### src/rtl/mc_ctrl_pkg.sv
// Shared encodings for the multi-cycle control sequencer, datapath muxes and
// immediate extender.
package mc_ctrl_pkg;

  typedef enum logic [3:0] {
    S_IDLE,
    S_FETCH,
    S_DECODE,
    S_MEMADR,
    S_MEMREAD,
    S_MEMWB,
    S_MEMWRITE,
    S_EXEC_R,
    S_EXEC_I,
    S_ALUWB,
    S_BRANCH,
    S_JAL,
    S_LUI,
    S_TRAP
  } state_e;

  localparam logic [6:0] OP_LOAD   = 7'b0000011;
  localparam logic [6:0] OP_STORE  = 7'b0100011;
  localparam logic [6:0] OP_OP     = 7'b0110011;
  localparam logic [6:0] OP_OPIMM  = 7'b0010011;
  localparam logic [6:0] OP_BRANCH = 7'b1100011;
  localparam logic [6:0] OP_JAL    = 7'b1101111;
  localparam logic [6:0] OP_LUI    = 7'b0110111;

  typedef enum logic [3:0] {
    ALU_ADD = 4'b0000,
    ALU_SUB = 4'b0001,
    ALU_AND = 4'b0010,
    ALU_OR  = 4'b0011,
    ALU_XOR = 4'b0100,
    ALU_SLT = 4'b0101
  } alu_ctrl_e;

  typedef enum logic [2:0] {
    IMM_I = 3'b000,
    IMM_U = 3'b001,
    IMM_B = 3'b010,
    IMM_J = 3'b011,
    IMM_S = 3'b100
  } imm_src_e;

  typedef enum logic [1:0] {
    SRC_A_PC    = 2'b00,
    SRC_A_OLDPC = 2'b01,
    SRC_A_RS1   = 2'b10,
    SRC_A_ZERO  = 2'b11
  } src_a_e;

  typedef enum logic [1:0] {
    SRC_B_RS2  = 2'b00,
    SRC_B_IMM  = 2'b01,
    SRC_B_FOUR = 2'b10
  } src_b_e;

  typedef enum logic [1:0] {
    RES_ALUOUT  = 2'b00,
    RES_MEMDATA = 2'b01,
    RES_ALU     = 2'b10
  } result_src_e;

  typedef struct packed {
    logic      legal;
    alu_ctrl_e op;
  } alu_dec_t;

  // sub_sel is funct7[5] for register ops and forced low for immediate ops.
  function automatic alu_dec_t decode_alu(input logic [2:0] funct3, input logic sub_sel);
    alu_dec_t d;
    d.legal = 1'b1;
    d.op    = ALU_ADD;
    case (funct3)
      3'b000:  d.op = sub_sel ? ALU_SUB : ALU_ADD;
      3'b111:  d.op = ALU_AND;
      3'b110:  d.op = ALU_OR;
      3'b100:  d.op = ALU_XOR;
      3'b010:  d.op = ALU_SLT;
      default: d.legal = 1'b0;
    endcase
    return d;
  endfunction

endpackage

### src/rtl/mc_control_fsm.sv
// Multi-cycle control sequencer: fetch/decode/execute/memory/writeback control.
// Define MC_PERF_CNT_EN to build the instret and stall_cyc counters.
module mc_control_fsm
  import mc_ctrl_pkg::*;
#(
  parameter int XLEN   = 32,
  parameter int PERF_W = 32
) (
  input  logic              clk,
  input  logic              rst_n,
  input  logic [XLEN-1:0]   instr,
  input  logic              zero,
  input  logic              mem_ack,
  output logic              mem_req,
  output logic              mem_we,
  output logic              adr_src,
  output logic              ir_write,
  output logic              pc_write,
  output logic              reg_write,
  output logic [1:0]        alu_src_a,
  output logic [1:0]        alu_src_b,
  output logic [3:0]        alu_ctrl,
  output logic [1:0]        result_src,
  output logic [2:0]        imm_src,
  output logic              illegal,
  output logic [PERF_W-1:0] instret,
  output logic [PERF_W-1:0] stall_cyc
);

  state_e     state_q, state_d;
  logic [6:0] opcode;
  logic [2:0] funct3;
  logic       funct7_b5;
  alu_dec_t   alu_r, alu_i;
  logic       unused_instr;

  assign opcode       = instr[6:0];
  assign funct3       = instr[14:12];
  assign funct7_b5    = instr[30];
  assign alu_r        = decode_alu(funct3, funct7_b5);
  assign alu_i        = decode_alu(funct3, 1'b0);
  assign unused_instr = ^{instr[XLEN-1:31], instr[29:15], instr[11:7]};

`ifdef MC_PERF_CNT_EN
  logic [PERF_W-1:0] instret_q, instret_d, stall_cyc_q, stall_cyc_d;
  assign instret   = instret_q;
  assign stall_cyc = stall_cyc_q;
`else
  assign instret   = '0;
  assign stall_cyc = '0;
`endif

  always_ff @(posedge clk or negedge rst_n) begin
    if (!rst_n) begin
      state_q     <= S_IDLE;
`ifdef MC_PERF_CNT_EN
      instret_q   <= '0;
      stall_cyc_q <= '0;
`endif
    end else begin
      state_q     <= state_d;
`ifdef MC_PERF_CNT_EN
      instret_q   <= instret_d;
      stall_cyc_q <= stall_cyc_d;
`endif
    end
  end

  always_comb begin
    state_d    = state_q;
    mem_req    = 1'b0;
    mem_we     = 1'b0;
    adr_src    = 1'b0;
    ir_write   = 1'b0;
    pc_write   = 1'b0;
    reg_write  = 1'b0;
    alu_src_a  = SRC_A_PC;
    alu_src_b  = SRC_B_RS2;
    alu_ctrl   = ALU_ADD;
    result_src = RES_ALUOUT;
    imm_src    = IMM_I;
    illegal    = 1'b0;
`ifdef MC_PERF_CNT_EN
    instret_d   = instret_q;
    stall_cyc_d = stall_cyc_q;
`endif

    case (state_q)
      S_IDLE: state_d = S_FETCH;

      S_FETCH: begin
        mem_req    = 1'b1;
        alu_src_a  = SRC_A_PC;
        alu_src_b  = SRC_B_FOUR;
        result_src = RES_ALU;
        if (mem_ack) begin
          ir_write = 1'b1;
          pc_write = 1'b1;
          state_d  = S_DECODE;
        end
      end

      // The branch/jump target is precomputed here into ALUOut.
      S_DECODE: begin
        alu_src_a = SRC_A_OLDPC;
        alu_src_b = SRC_B_IMM;
        imm_src   = (opcode == OP_JAL) ? IMM_J : IMM_B;
        case (opcode)
          OP_LOAD, OP_STORE: state_d = S_MEMADR;
          OP_OP:             state_d = S_EXEC_R;
          OP_OPIMM:          state_d = S_EXEC_I;
          OP_BRANCH:         state_d = S_BRANCH;
          OP_JAL:            state_d = S_JAL;
          OP_LUI:            state_d = S_LUI;
          default:           state_d = S_TRAP;
        endcase
      end

      S_MEMADR: begin
        alu_src_a = SRC_A_RS1;
        alu_src_b = SRC_B_IMM;
        imm_src   = (opcode == OP_STORE) ? IMM_S : IMM_I;
        state_d   = (opcode == OP_STORE) ? S_MEMWRITE : S_MEMREAD;
      end

      S_MEMREAD: begin
        mem_req = 1'b1;
        adr_src = 1'b1;
        if (mem_ack) state_d = S_MEMWB;
      end

      S_MEMWB: begin
        result_src = RES_MEMDATA;
        reg_write  = 1'b1;
        state_d    = S_FETCH;
      end

      S_MEMWRITE: begin
        mem_req = 1'b1;
        mem_we  = 1'b1;
        adr_src = 1'b1;
        if (mem_ack) state_d = S_FETCH;
      end

      S_EXEC_R: begin
        alu_src_a = SRC_A_RS1;
        alu_src_b = SRC_B_RS2;
        if (alu_r.legal) begin
          alu_ctrl = alu_r.op;
          state_d  = S_ALUWB;
        end else begin
          state_d  = S_TRAP;
        end
      end

      S_EXEC_I: begin
        alu_src_a = SRC_A_RS1;
        alu_src_b = SRC_B_IMM;
        imm_src   = IMM_I;
        if (alu_i.legal) begin
          alu_ctrl = alu_i.op;
          state_d  = S_ALUWB;
        end else begin
          state_d  = S_TRAP;
        end
      end

      S_ALUWB: begin
        result_src = RES_ALUOUT;
        reg_write  = 1'b1;
        state_d    = S_FETCH;
      end

      S_BRANCH: begin
        alu_src_a  = SRC_A_RS1;
        alu_src_b  = SRC_B_RS2;
        alu_ctrl   = ALU_SUB;
        result_src = RES_ALUOUT;
        case (funct3)
          3'b000: begin
            pc_write = zero;
            state_d  = S_FETCH;
          end
          3'b001: begin
            pc_write = !zero;
            state_d  = S_FETCH;
          end
          default: state_d = S_TRAP;
        endcase
      end

      // PC takes the target from ALUOut while the ALU forms the link value.
      S_JAL: begin
        pc_write   = 1'b1;
        result_src = RES_ALUOUT;
        alu_src_a  = SRC_A_OLDPC;
        alu_src_b  = SRC_B_FOUR;
        state_d    = S_ALUWB;
      end

      S_LUI: begin
        imm_src   = IMM_U;
        alu_src_a = SRC_A_ZERO;
        alu_src_b = SRC_B_IMM;
        state_d   = S_ALUWB;
      end

      S_TRAP: illegal = 1'b1;

      default: state_d = S_IDLE;
    endcase

`ifdef MC_PERF_CNT_EN
    if (state_d == S_FETCH && state_q != S_FETCH && state_q != S_IDLE)
      instret_d = instret_q + PERF_W'(1);
    if (mem_req && !mem_ack)
      stall_cyc_d = stall_cyc_q + PERF_W'(1);
`endif
  end

endmodule
### config.mk
export PLATFORM = sky130hd
export DESIGN_NAME = mc_control_fsm
export DESIGN_NICKNAME = d
export VERILOG_FILES = /design/src/rtl/mc_ctrl_pkg.sv /design/src/rtl/mc_control_fsm.sv
export SDC_FILE = /design/constraint.sdc
export NUM_CORES = 1
export LEC_CHECK = 0
export BUFFER_PORTS_ARGS = -buffer_cell sky130_fd_sc_hd__buf_2
export CORE_MARGIN = 5
export CORE_UTILIZATION = 39
export DETAILED_ROUTE_END_ITERATION = 12
export PLACE_DENSITY_LB_ADDON = 0.05
export SLEW_MARGIN = 25
export SYNTH_ARGS = -nofsm -noshare
export SYNTH_HDL_FRONTEND = slang
export SYNTH_SLANG_ARGS = --single-unit
### constraint.sdc
create_clock -name clk -period 2.5 [get_ports clk]
set_clock_uncertainty 0.15 [all_clocks]
set_input_delay 0.25 -clock clk [delete_from_list [all_inputs] [get_ports clk]]
set_output_delay 0.25 -clock clk [all_outputs]
set_load 0.02 [all_outputs]
==> flow_summary.json <==
{
  "status": "finished clean",
  "synth-async-reset-ratio_pct": 100,
  "ys_seq_elements": 4,
  "min_path_type": "in2reg",
  "synth_warnings": 0,
  "final_area_um2": 1170,
  "ios": 120,
  "final_antenna_net_count": 0,
  "rsz0062_at_grt": "false",
  "via_per_inst": 4.37,
  "end_kind": "primary output",
  "gp_congestion": 0.820,
  "ys_types": 40,
  "max_stage_delay_ps": 550,
  "worstPathMaxFanout": 18,
  "final-hold-violation-count": 0,
  "drtIter0Drc": 22,
  "num_vias": 1053,
  "cts_tree": "built",
  "slew_viol_final": 0,
  "port_buffers": 33,
  "worstPathCellList": "nand2b_1, nor2_1, a21oi_1, o31ai_1, buf_2",
  "setup_slack_ps": 256,
  "final_layout_size_suffix_gt1_share_pct": 21.2,
  "antenna_found_initial": 0,
  "ys_top_cells_by_area": "buf_4 (41%), dfrtp_1 (8.5%), nand2_1 (5.4%)",
  "post_cts_buffers": 0,
  "ir_worst_vdd_uv": 311,
  "regMostFlops": "state_q",
  "critPathKind": "reg2out",
  "crit_path_start_kind": "register",
  "synth_top_flop_cell": "dfrtp_1",
  "firstDrtPassIters": 4,
  "area_delta_synth_final_pct": -0.953,
  "yosysMostFrequentCell": "buf_4",
  "synth.cell_area_um2": 1180,
  "synth_enable_flop_cells": 0,
  "dieArea_um2": 4230,
  "synth_area_per_cell_um2": 6.72,
  "worst_pin_slew_ps": 574,
  "timing.final.crit_share_pct": 89.8,
  "die_x_um": 65.1,
  "clkLatencyLatePin_ps": 230,
  "cp_slowest_cell": "dfrtp_1",
  "grtUsageTotal_pct": 11.2,
  "synthCells": 176,
  "top_regs": "state_q: 4 flops",
  "postLayoutCoreUtil_pct": 39.3,
  "cp_data_required_time_ps": 2100,
  "ctsLongestPathBuffers": 2,
  "coreArea_um2": 2980,
  "grt_pass1_wl_um": 3900,
  "clk_pin_slew_ps": 40,
  "largest_register_ffs": 4,
  "fin_crit_ps": 2240,
  "finalWirelength_um": 2680,
  "final_nets": 246,
  "r2r_slack_ps": 620,
  "wl_per_cell_um": 11.1,
  "cts_hold_buf": 1,
  "cts_buffers": 3,
  "hpwl_um": 2280,
  "setup_violations": 0,
  "place_area_um2": 1140,
  "drv_cap": 0,
  "cts_resized": 0,
  "cts_sinks": 4,
  "yosys.area.top_type": "buf_4",
  "overflow": 0,
  "yosys-top-cells-count": "buf_4 (65), nand2_1 (17), nor2_1 (13)",
  "grt_pass1_vias": 872,
  "yosysTopAreaCellShare_pct": 41.3,
  "dpl_worst_slack_ps": 501,
  "remaining_drc_errors": 0,
  "arrival_ps": 1840,
  "start_util_pct": 39.7,
  "maxSlewHeadroom_pct": 61.2,
  "grt_max_degree": 19,
  "fmax_mhz": 446,
  "antenna_cells": 0,
  "die_y_um": 65.1,
  "powerDensity_nw_per_um2": 960,
  "row_count": 20,
  "power.static_leakage_nw": 0.659,
  "fin_setup_tns_ps": 0,
  "synth_seq_area_share_pct": 8.47,
  "cp_top_family": "flip-flops",
  "cts_root_buffer": "clkbuf_4",
  "htreeDepth": 1,
  "path_buf_inv": 1
}
-- placed cells by master (no fill, tap or decap), types with 2 or more instances in the layout --
| cell | instances |
|---|---|
| nor3_1 | 4 |
| or2_2 | 2 |
| nand3_1 | 3 |
| buf_4 | 4 |
| clkbuf_4 | 3 |
| and3_1 | 2 |
| a21oi_1 | 8 |
| buf_2 | 33 |
| a31oi_1 | 4 |
| dfrtp_1 | 4 |
| inv_1 | 6 |
| nor2b_1 | 2 |
| nor2_1 | 13 |
| a211oi_1 | 3 |
| o31ai_1 | 2 |
| xnor2_1 | 3 |
| nand2_1 | 17 |
| nand2b_1 | 4 |
| o21ai_0 | 5 |
| o22ai_1 | 2 |
| conb_1 | 65 |
-- report_power, final --
| part | total, mW | switching (mW) | internal (mW) |
|---|---|---|---|
| Sequential | 0.190 | 0.0956 | 0.0942 |
| Combinational | 0.855 | 0.552 | 0.303 |
| Clock | 0.0792 | 0.0256 | 0.0536 |
-- metrics by stage --
| step | hold WS, ps | std cells | total power, mW |
|---|---|---|---|
| 2_1_floorplan | -196 | 240 | 0.883 |
| 3_3_place_gp | -96.5 | 237 | 1.05 |
| 3_5_place_dp | -88.8 | 237 | 1.04 |
| 4_1_cts | 162 | 241 | 1.13 |
| 5_1_grt | 193 | 241 | 1.23 |
| 6_report | 164 | 241 | 1.12 |
-- worst paths after layout --
check	depth (start not counted)	startpoint	to
hold reg to reg	2	state_q[2]	state_q[1]
setup reg to reg	5	state_q[3]	state_q[2]
min in group asynchronous	2	rst_n	state_q[3]
max in group asynchronous	2	rst_n	state_q[1]
hold / removal	2	instr[3]	state_q[0]
setup / recovery	5	state_q[3]	alu_ctrl[0]
-- routing by layer --
layer | GRT usage, % | up-vias | part of all wire, %
li1 | - | 525 | -
met1 | 16.4 | 460 | 43
met2 | 17.1 | 68 | 46
met3 | 1.73 | 0 | 10
met4 | 2.33 | 0 | 0
met5 | 0 | - | 0
-- final cells by class --
type                    count  area (um2)
well taps                  33        41.3
clock buffers               3        22.5
flip-flops and latches      4         100
fillers                   335        1810
inverters                   6        22.5
multi-input cells         157         779
repair buffers             38         205
-- cells by family (layout without fill, tap and decap cells) --
| kind of cell | after synthesis | in the layout | share of synthesized area (%) |
|---|---|---|---|
| AO/OA/AOI/OAI | 33 | 33 | 18.8 |
| XOR/XNOR | 3 | 3 | 2.22 |
| buffers and inverters | 79 | 47 | 45.9 |
| flip-flops | 4 | 4 | 8.47 |
| multiplexers | 1 | 1 | 0.847 |
| other | 1 | 65 | 0.317 |
| AND/OR/NAND/NOR | 55 | 55 | 23.4 |
-- worst register-to-register path, cell delays in order (launching register included) --
cell	delay [ps]
dfrtp_1	640
nor2_1	210
nand2_1	150
inv_1	60
and3_1	150
a2111o_1	390
Power figures use the tool's default switching activity.
